==> src/rtl/mem_arb_pkg.sv <==
// Shared constants for the unified SRAM arbiter: FSM encoding, fetch byte-select fill
// and the watchdog counter width helper.
package mem_arb_pkg;

  localparam logic [1:0] ST_IDLE   = 2'd0;
  localparam logic [1:0] ST_D_WAIT = 2'd1;
  localparam logic [1:0] ST_I_WAIT = 2'd2;

  // Replicated to DATA_W/8 bits wherever a full-word select is needed.
  localparam logic SEL_ALL = 1'b1;

  function automatic int to_cnt_w(input int timeout_cycles);
    return $clog2(timeout_cycles + 1);
  endfunction

endpackage

==> src/rtl/mem_arbiter_if.sv <==
// SRAM-side bus of the arbiter: registered command out, read data and ack in,
// plus the watchdog error pulse.
interface mem_arbiter_if #(
  parameter int ADDR_W = 32,
  parameter int DATA_W = 32
);
  localparam int SEL_W = DATA_W / 8;

  logic              req;
  logic              we;
  logic [SEL_W-1:0]  sel;
  logic [ADDR_W-1:0] addr;
  logic [DATA_W-1:0] wdata;
  logic [DATA_W-1:0] rdata;
  logic              ack;
  logic              err;

  modport master (output req, we, sel, addr, wdata, err, input rdata, ack);
  modport slave  (input req, we, sel, addr, wdata, err, output rdata, ack);
endinterface

==> src/rtl/mem_arb_watchdog.sv <==
// Bus-cycle watchdog: reloads on every issue and flags expiry once the request has been
// outstanding for TIMEOUT_CYCLES cycles without an ack. Built only with MEM_ARB_TIMEOUT_EN.
module mem_arb_watchdog
  import mem_arb_pkg::*;
#(
  parameter int TIMEOUT_CYCLES = 255
) (
  input  logic clk,
  input  logic rst,
  input  logic start,
  input  logic busy,
  input  logic ack,
  output logic expire
);
  localparam int CW = to_cnt_w(TIMEOUT_CYCLES);

  logic [CW-1:0] cnt;

  // cnt equals the number of cycles the request has been visible on the bus.
  always_ff @(posedge clk or negedge rst) begin
    if (!rst)                        cnt <= '0;
    else if (start)                  cnt <= CW'(1);
    else if (busy && !ack && !expire) cnt <= cnt + 1'b1;
  end

  assign expire = busy & (cnt == CW'(TIMEOUT_CYCLES));

endmodule

==> src/rtl/mem_arbiter.sv <==
// Arbitrates the fetch and data ports onto one single-port SRAM bus, data first, and holds
// the pipeline stalled until every access requested this cycle has completed.
// Optional watchdog: define MEM_ARB_TIMEOUT_EN.
module mem_arbiter
  import mem_arb_pkg::*;
#(
  parameter int ADDR_W         = 32,
  parameter int DATA_W         = 32,
  parameter int TIMEOUT_CYCLES = 255
) (
  input  logic                clk,
  input  logic                rst,
  input  logic                i_ce_i,
  input  logic [ADDR_W-1:0]   i_addr_i,
  output logic [DATA_W-1:0]   i_inst_o,
  input  logic                d_ce_i,
  input  logic                d_we_i,
  input  logic [DATA_W/8-1:0] d_sel_i,
  input  logic [ADDR_W-1:0]   d_addr_i,
  input  logic [DATA_W-1:0]   d_wdata_i,
  output logic [DATA_W-1:0]   d_rdata_o,
  input  logic                flush_i,
  output logic                stallreq_o,
  mem_arbiter_if.master       bus
);
  localparam int SEL_W = DATA_W / 8;

  logic [1:0]        state;
  logic              d_done, i_done, drop;
  logic              d_pend, i_pend, issue_d, issue_i;
  logic              expire, fin, drop_now;
  logic [DATA_W-1:0] rdata_in;

  assign d_pend     = d_ce_i & ~d_done;
  assign i_pend     = i_ce_i & ~i_done;
  assign stallreq_o = d_pend | i_pend | drop;

  // I_WAIT with req low is the issue slot for a fetch that queued behind a data access.
  assign issue_d  = (state == ST_IDLE) & d_pend;
  assign issue_i  = ((state == ST_IDLE) & ~d_pend & i_pend) |
                    ((state == ST_I_WAIT) & ~bus.req & i_pend);
  assign fin      = bus.req & (bus.ack | expire);
  assign rdata_in = bus.ack ? bus.rdata : '0;
  assign drop_now = drop | flush_i;

  always_ff @(posedge clk or negedge rst) begin
    if (!rst) begin
      state     <= ST_IDLE;
      bus.req   <= 1'b0;
      bus.we    <= 1'b0;
      bus.sel   <= '0;
      bus.addr  <= '0;
      bus.wdata <= '0;
      i_inst_o  <= '0;
      d_rdata_o <= '0;
    end else begin
      unique case (state)
        ST_IDLE: begin
          if (issue_d) begin
            bus.req   <= 1'b1;
            bus.we    <= d_we_i;
            bus.sel   <= d_sel_i;
            bus.addr  <= d_addr_i;
            bus.wdata <= d_wdata_i;
            state     <= ST_D_WAIT;
          end else if (issue_i) begin
            bus.req  <= 1'b1;
            bus.we   <= 1'b0;
            bus.sel  <= {SEL_W{SEL_ALL}};
            bus.addr <= i_addr_i;
            state    <= ST_I_WAIT;
          end
        end
        ST_D_WAIT: begin
          if (fin) begin
            bus.req <= 1'b0;
            if (!bus.we) d_rdata_o <= rdata_in;
            state <= i_pend ? ST_I_WAIT : ST_IDLE;
          end
        end
        ST_I_WAIT: begin
          if (issue_i) begin
            bus.req  <= 1'b1;
            bus.we   <= 1'b0;
            bus.sel  <= {SEL_W{SEL_ALL}};
            bus.addr <= i_addr_i;
          end else if (fin) begin
            bus.req <= 1'b0;
            if (!drop_now) i_inst_o <= rdata_in;
            state <= ST_IDLE;
          end else if (!bus.req) begin
            state <= ST_IDLE;
          end
        end
        default: state <= ST_IDLE;
      endcase
    end
  end

  // Done flags live for one pipeline step; a dropped fetch never counts as done.
  always_ff @(posedge clk or negedge rst) begin
    if (!rst) begin
      d_done <= 1'b0;
      i_done <= 1'b0;
      drop   <= 1'b0;
    end else begin
      if (!stallreq_o || flush_i) begin
        d_done <= 1'b0;
        i_done <= 1'b0;
      end else begin
        if (fin && state == ST_D_WAIT)          d_done <= 1'b1;
        if (fin && state == ST_I_WAIT && !drop) i_done <= 1'b1;
      end
      if (fin && state == ST_I_WAIT)                      drop <= 1'b0;
      else if (flush_i && state == ST_I_WAIT && bus.req) drop <= 1'b1;
    end
  end

`ifdef MEM_ARB_TIMEOUT_EN
  mem_arb_watchdog #(.TIMEOUT_CYCLES(TIMEOUT_CYCLES)) u_watchdog (
    .clk    (clk),
    .rst    (rst),
    .start  (issue_d | issue_i),
    .busy   (bus.req),
    .ack    (bus.ack),
    .expire (expire)
  );

  always_ff @(posedge clk or negedge rst) begin
    if (!rst) bus.err <= 1'b0;
    else      bus.err <= expire & ~bus.ack;
  end
`else
  assign expire  = 1'b0;
  assign bus.err = 1'b0;
`endif

endmodule

==> src/flat_wrapper.sv <==
// flat-port wrapper written by rule: the top's interface ports become plain ports
module mem_arbiter_flat import mem_arb_pkg::*;
#(
  parameter int ADDR_W         = 32,
  parameter int DATA_W         = 32,
  parameter int TIMEOUT_CYCLES = 255
)
  (clk, rst, i_ce_i, i_addr_i, i_inst_o, d_ce_i, d_we_i, d_sel_i, d_addr_i, d_wdata_i, d_rdata_o, flush_i, stallreq_o, bus_req, bus_we, bus_sel, bus_addr, bus_wdata, bus_err, bus_rdata, bus_ack);
  mem_arbiter_if #(.ADDR_W(ADDR_W), .DATA_W(DATA_W)) bus_i ();
  input  logic clk;
  input  logic rst;
  input  logic i_ce_i;
  input  logic [ADDR_W-1:0] i_addr_i;
  output logic [DATA_W-1:0] i_inst_o;
  input  logic d_ce_i;
  input  logic d_we_i;
  input  logic [DATA_W/8-1:0] d_sel_i;
  input  logic [ADDR_W-1:0] d_addr_i;
  input  logic [DATA_W-1:0] d_wdata_i;
  output logic [DATA_W-1:0] d_rdata_o;
  input  logic flush_i;
  output logic stallreq_o;
  output wire logic [$bits(bus_i.req)-1:0] bus_req;
  output wire logic [$bits(bus_i.we)-1:0] bus_we;
  output wire logic [$bits(bus_i.sel)-1:0] bus_sel;
  output wire logic [$bits(bus_i.addr)-1:0] bus_addr;
  output wire logic [$bits(bus_i.wdata)-1:0] bus_wdata;
  output wire logic [$bits(bus_i.err)-1:0] bus_err;
  input wire logic [$bits(bus_i.rdata)-1:0] bus_rdata;
  input wire logic [$bits(bus_i.ack)-1:0] bus_ack;
  assign bus_req = bus_i.req;
  assign bus_we = bus_i.we;
  assign bus_sel = bus_i.sel;
  assign bus_addr = bus_i.addr;
  assign bus_wdata = bus_i.wdata;
  assign bus_err = bus_i.err;
  assign bus_i.rdata = bus_rdata;
  assign bus_i.ack = bus_ack;
  mem_arbiter #(.ADDR_W(ADDR_W), .DATA_W(DATA_W), .TIMEOUT_CYCLES(TIMEOUT_CYCLES)) u_core (.clk(clk), .rst(rst), .i_ce_i(i_ce_i), .i_addr_i(i_addr_i), .i_inst_o(i_inst_o), .d_ce_i(d_ce_i), .d_we_i(d_we_i), .d_sel_i(d_sel_i), .d_addr_i(d_addr_i), .d_wdata_i(d_wdata_i), .d_rdata_o(d_rdata_o), .flush_i(flush_i), .stallreq_o(stallreq_o), .bus(bus_i));
endmodule
==> config.mk <==
export PLATFORM = sky130hd
export DESIGN_NAME = mem_arbiter_flat
export DESIGN_NICKNAME = d
export VERILOG_FILES = /design/src/rtl/mem_arb_pkg.sv /design/src/rtl/mem_arbiter_if.sv /design/src/rtl/mem_arb_watchdog.sv /design/src/rtl/mem_arbiter.sv /design/src/flat_wrapper.sv
export SDC_FILE = /design/constraint.sdc
export NUM_CORES = 1
export LEC_CHECK = 0
export ABC_AREA = 0
export CORE_MARGIN = 3
export CORE_UTILIZATION = 41
export CTS_CLUSTER_SIZE = 25
export DETAILED_ROUTE_END_ITERATION = 8
export GPL_TIMING_DRIVEN = 0
export PLACE_DENSITY = 0.79
export SYNTH_ARGS = -nofsm -noshare
export SYNTH_HDL_FRONTEND = slang
export SYNTH_HIERARCHICAL = 1
export SYNTH_SLANG_ARGS = --single-unit
==> constraint.sdc <==
create_clock -name clk -period 2.13 [get_ports clk]
set_input_delay 0.426 -clock clk [delete_from_list [all_inputs] [get_ports clk]]
set_output_delay 0.426 -clock clk [all_outputs]
set_load 0.005 [all_outputs]
**Word-level counts from Yosys, hierarchy flattened**

Index checks and enable logic that the tools add are counted.

- Bits in writable memories: 0
- Output and inout bits: 136
- Bits in latches: 0
- Bits in read-only memories: 0
- Memories: 0
- Register bits: 139

- Add/subtract/negate cells: 0
- Bitwise gates (word level): 19
- Div/mod/pow operators: 0
- Shifts and indexed selects: 0
- Multiply operators: 0
- Equality and inequality tests: 6
- Mux-type cells: 29
- Reductions and logical operators: 19
- $lt $le $gt $ge: 0

Operators with widths:

| kind | count |
|---|---|
| 2-to-1 mux 32 bit | 3 |
| one-hot mux 32 bit (2 select lines) | 1 |
| 2-to-1 mux 2 bit | 7 |
| 2-to-1 mux 1 bit | 12 |
| bitwise AND 1 bit | 8 |
| 2-to-1 mux 4 bit | 2 |
| one-hot mux 4 bit (2 select lines) | 1 |
| AND reduction 4 bit | 2 |
| nonzero test 2 bit | 4 |
| inverter 1 bit | 7 |
| one-hot mux 2 bit (3 select lines) | 1 |
| logical AND 1 bit | 5 |
| OR 1 bit | 4 |
| AND reduction 2 bit | 2 |
| inequality test 3 x 1 -> 1 bit, second input constant | 1 |
| inequality test 3 bit, second input constant | 1 |
| one-hot mux 1 bit (3 select lines) | 1 |
| AND reduction 3 bit | 1 |
| nonzero test 3 bit | 1 |
| equality test 2 x 1 -> 1 bit, second input constant | 1 |
| equality test 2 bit, second input constant | 1 |
| logical NOT 1 bit | 2 |
| logical NOT 2 bit | 1 |
| inequality test 2 x 1 -> 1 bit, second input constant | 1 |
| other kinds (3) | 3 |

**Logic depth before layout (Yosys ltp)**

- Depth after elaboration: 9
- Depth in mapped cells: 9

**Worst setup path after synthesis**

No wires, ideal clock.

- Path type: flip-flop to flip-flop
- Start point: register u_core.state[0]
- End point: register u_core.i_inst_o[24]
- Period minus slack after synthesis: 1.727 ns
- Setup time: 0.125 ns
- Data required time: 2.005 ns
- Buffers on the path: 3
- Cell stages (with the launch flop): 10
- Data arrival time: 1.602 ns
- Setup slack: 0.403 ns
- Path through: dfrtp_1 -> inv_1 -> ha_1 -> buf_4 -> nand3_1 -> a311o_1 -> buf_2 -> buf_2 -> nand2_1 -> o21ai_1

- Cells in the longest elaborated chain, start to end: 6
- Elaborated cells between the ends (all ways): 9
- Classes of those cells: eq/ne: 1; bitwise: 6; reduce/logical: 2

RTL lines:

| item | RTL line | text |
|---|---|---|
| from (decl) | mem_arbiter.sv:28 | `logic [1:0] state;` |
| from (signal assigned) | mem_arbiter.sv:78 | `state <= i_pend ? ST_I_WAIT : ST_IDLE;` |
| equality test 2 bit or logical NOT 2 bit (tied branches) | mem_arbiter.sv:41, mem_arbiter.sv:57, mem_arbiter.sv:40 |  |
| bitwise AND 1 bit, on equally long branches (2 in a row) | mem_arbiter.sv:41, mem_arbiter.sv:40 |  |
| OR 1 bit | mem_arbiter.sv:40 | `assign issue_i = ((state == ST_IDLE) & ~d_pend & i_pend) \|` |
| inverter 1 bit (no source line) | - |  |
| AND reduction 4 bit (no source line) (*) | - |  |
| to (signal assigned) | mem_arbiter.sv:89 | `if (!drop_now) i_inst_o <= rdata_in;` |
| to (decl) | mem_arbiter.sv:15 | `output logic [DATA_W-1:0] i_inst_o,` |

Every way passes the cells marked *; elsewhere a longest branch is shown, timed or not.
A chain may end at the register's enable or synchronous reset.

**Final worst setup path**

- Start point: input d_ce_i
- End point: output stallreq_o

- Cells in the longest elaborated chain, start to end: 3

RTL lines:

| item | RTL line | text |
|---|---|---|
| from (decl) | flat_wrapper.sv:15 | `input logic d_ce_i;` |
| bitwise AND 1 bit | mem_arbiter.sv:34 | `assign d_pend = d_ce_i & ~d_done;` |
| OR 1 bit (2 in a row) | mem_arbiter.sv:36 | `assign stallreq_o = d_pend \| i_pend \| drop;` |
| to (decl) | flat_wrapper.sv:22 | `output logic stallreq_o;` |

No other way between the ends.

==> results.toml <==
[drt]
drt_iter0_markers = 168
first_pass_iters = 4
wirelength_mm = 17.3
vias = 4837
vias_per_cell = 5.10
antenna_left = 0
drc = 0
wl_per_cell_um = 18.3

[power]
powerDensity_nw_per_um2 = 1420
p_int_mw = 9.41
clockPowerShare_pct = 22.1
p_leak_nw = 3.95
p_seq_share_pct = 35.1
worst_ir_drop_vdd_uv = 1050
p_sw_share_pct = 29.0
combPwrFrac_pct = 42.8
power_switching_mw = 3.84

[critical_path]
worstPathArrival_ns = 1.64
startpoint = "d_ce_i"
critPathCaptureType = "output port"
worstSetupPathType = "primary input to output port"
crit_chain = "clkdlybuf4s50_1 > and2b_1 > nor3_4 > inv_1 > dlygate4sd2_1"
slowest_stage = "clkdlybuf4s50_1"
required_ns = 1.70
r2r-start = "u_core/state[0]$_DFFE_PN0P_"
cpPeakStageDelay_ns = 0.47
start_kind = "primary input"
path_max_fanout = 4

[clock_network]
cts_tree = "done"
clock_sinks = 139
clockRootBuffer = "clkbuf_16"
htreeDepth = 4
insertion_delay_ns = 0.41
hold_buffers = 0
cts_buffer_depth = 2
path_clk_slew_ns = 0.06
cts_inserted_buffers = 17

[sta]
slew_headroom_pct = 60.7
setup_viol = 0
worst_pin_slew_ns = 0.590
fmax_ghz = 0.485
period_minus_slack_ns = 2.06
finalCritPeriodShare_pct = 96.9
fin_skew_ns = 0.00540
rsz0062_at_grt = "false"
finalMaxSlewViolations = 0
hold_viol_final = 1
whs_ns = -0.00207

[grt]
overflow = 0
grt_pass1_wl_mm = 28.3
antenna_found_initial = 0
grt_use_met1_pct = 25.9
grt_util_met2_pct = 39.5
busiest_layer = "met2"
met3_usage_pct = 9.26
grt_max_degree = 77
grt.total_usage_pct = 22.9
grt_pass1_vias = 5279

[logic_synthesis]
post_synth.cell_area_avg_um2 = 12.4
synth_area_um2 = 5750
yosys.area_share.simple_pct = 11.1
synth_warnings = 6
synth_cell_types = 41
ys_seq_elements = 139
ys_seq_area_share_pct = 60.5
ys_async_sr_fraction_pct = 100
synth-edff-count = 0
synth_top_family_by_area = "multiplexers"
syn_nets = 606
synth_cells = 463
synth-compound-area-share_pct = 11.2
synthAdderAreaFrac_pct = 0.871
muxShareOfSynthArea_pct = 12.7
synthFlopType = "dfrtp_1"
synth_xor_area_share_pct = 0

[final_layout]
final_common_cell = "clkdlybuf4s50_1"
diodes = 0
mostFrequentLayoutCells = "clkdlybuf4s50_1, dfrtp_1, nand2_1, mux2_2, o21ai_1"
regArea_um2 = 3480
nFillCells = 1013
multiInputGateArea_um2 = 2080
syn_to_final_growth_pct = 62.7
final_core_util_pct = 69.5
fin_nets = 902
drive_above_1_share_pct = 17.2

[floorplan]
die_h_um = 124
start_util_pct = 42.7
dieWidth_um = 124
core_area_um2 = 13500
die_area_um2 = 15500
io_pins = 275
rows = 42

[run_status]
violations = "hold timing"
status = "finished, violations left"

[run]
cap_violations = 0

[place]
portBuffers = 273
hpwl_mm = 13.1
gp_congestion = 0.882

[min_path]
holdCritPathClass = "primary input to asynchronous set/reset pin"
flip-flops by register name, indices dropped and copies added, names as in the netlist:
name              cells
u_core/d_rdata_o     32
u_core/i_done         1
u_core/bus.we         1
u_core/i_inst_o      32
u_core/bus.req        1
u_core/bus.addr      32
u_core/state          2
u_core/bus.sel        4
u_core/drop           1
u_core/d_done         1
u_core/bus.wdata     32
through the flow:
step                      instances  TNS [ns]  power [mW]  setup slack, ns  cell area (um^2)
after floorplan                 463         0        6.79            0.403              5750
after detailed placement        913     -3.63        10.3           -0.277              8730
after CTS                       946         0        13.4           0.0485              9320
after global placement          912   -663.12        10.2            -4.77              8700
final                           948         0        13.2           0.0666              9350
after global routing            948         0        14.0           0.0112              9350
cell families (layout without fill, tap and decap cells):
group,Yosys count,after routing
compound gates,86,86
fa+ha+maj,4,4
buf+inv,36,345
flops,139,139
mux,65,65
other cells,1,1
simple gates,132,132
path summary, 6_finish.rpt:
kind | to | slack, ns | depth (start not counted)
hold reg to reg | u_core/i_inst_o[29]$_DFFE_PN0P_ | 0.48 | 2
min in group clk | u_core/i_inst_o[29]$_DFFE_PN0P_ | 0.48 | 2
hold / removal | u_core/bus.wdata[7]$_DFFE_PN0P_ | -0.002 | 1
setup / recovery | stallreq_o | 0.07 | 5
setup reg to reg | u_core/i_inst_o[10]$_DFFE_PN0P_ | 0.15 | 9
max in group asynchronous | u_core/i_inst_o[0]$_DFFE_PN0P_ | 1.33 | 2
power groups by stage:
stage	sequential, mW	clock (mW)	combinational, mW
2_1_floorplan	4.71	0	2.07
3_3_place_gp	4.60	0	5.57
3_5_place_dp	4.67	0	5.67
4_1_cts	4.65	2.99	5.73
5_1_grt	4.81	3.12	6.11
6_report	4.65	2.93	5.67
synth_stat cells, types with 3 or more instances:
cell type / number / area [um^2]
dfrtp_1: 139 / 3480
nand2_1: 69 / 259
mux2_2: 64 / 721
o21ai_1: 33 / 165
a221o_1: 21 / 210
and2_1: 21 / 131
buf_2: 16 / 80.1
nor2_1: 12 / 45.0
or3_1: 11 / 68.8
o221a_1: 9 / 101
clkbuf_1: 8 / 30.0
a21oi_1: 7 / 35.0
buf_6: 5 / 56.3
inv_1: 5 / 18.8
ha_1: 4 / 50.1
nor3_1: 4 / 20.0
nand2b_1: 3 / 18.8
nand3_1: 3 / 15.0
o21ai_0: 3 / 15.0
final cells by class:
| type | instances | area share [%] |
|---|---|---|
| clock buffers | 20 | 4.67 |
| clock inverters | 12 | 1.58 |
| repair buffers | 277 | 29.8 |
| plain buffers | 31 | 1.95 |
| well taps | 176 | 2.36 |
| inverters | 5 | 0.201 |
| multi-input cells | 288 | 22.3 |
| flip-flops and latches | 139 | 37.2 |
worst max-delay path: cells and delay by family:
family,cells,cell delay (ns)
buf+inv,3,0.80
simple gates,2,0.40
layer usage:
| metal | part of all wire (%) | wire length [um] |
|---|---|---|
| met3 | 8.4 | 1460 |
| met5 | 0 | 0 |
| met1 | 38 | 6610 |
| met4 | 2.2 | 376 |
| met2 | 51 | 8880 |
timing repair:
action                     CTS  global route
pin swaps                    1             0
setup buffers                1             2
resized for setup            3             4
setup endpoints to repair    1            22
(Power assumes the default switching activity.)
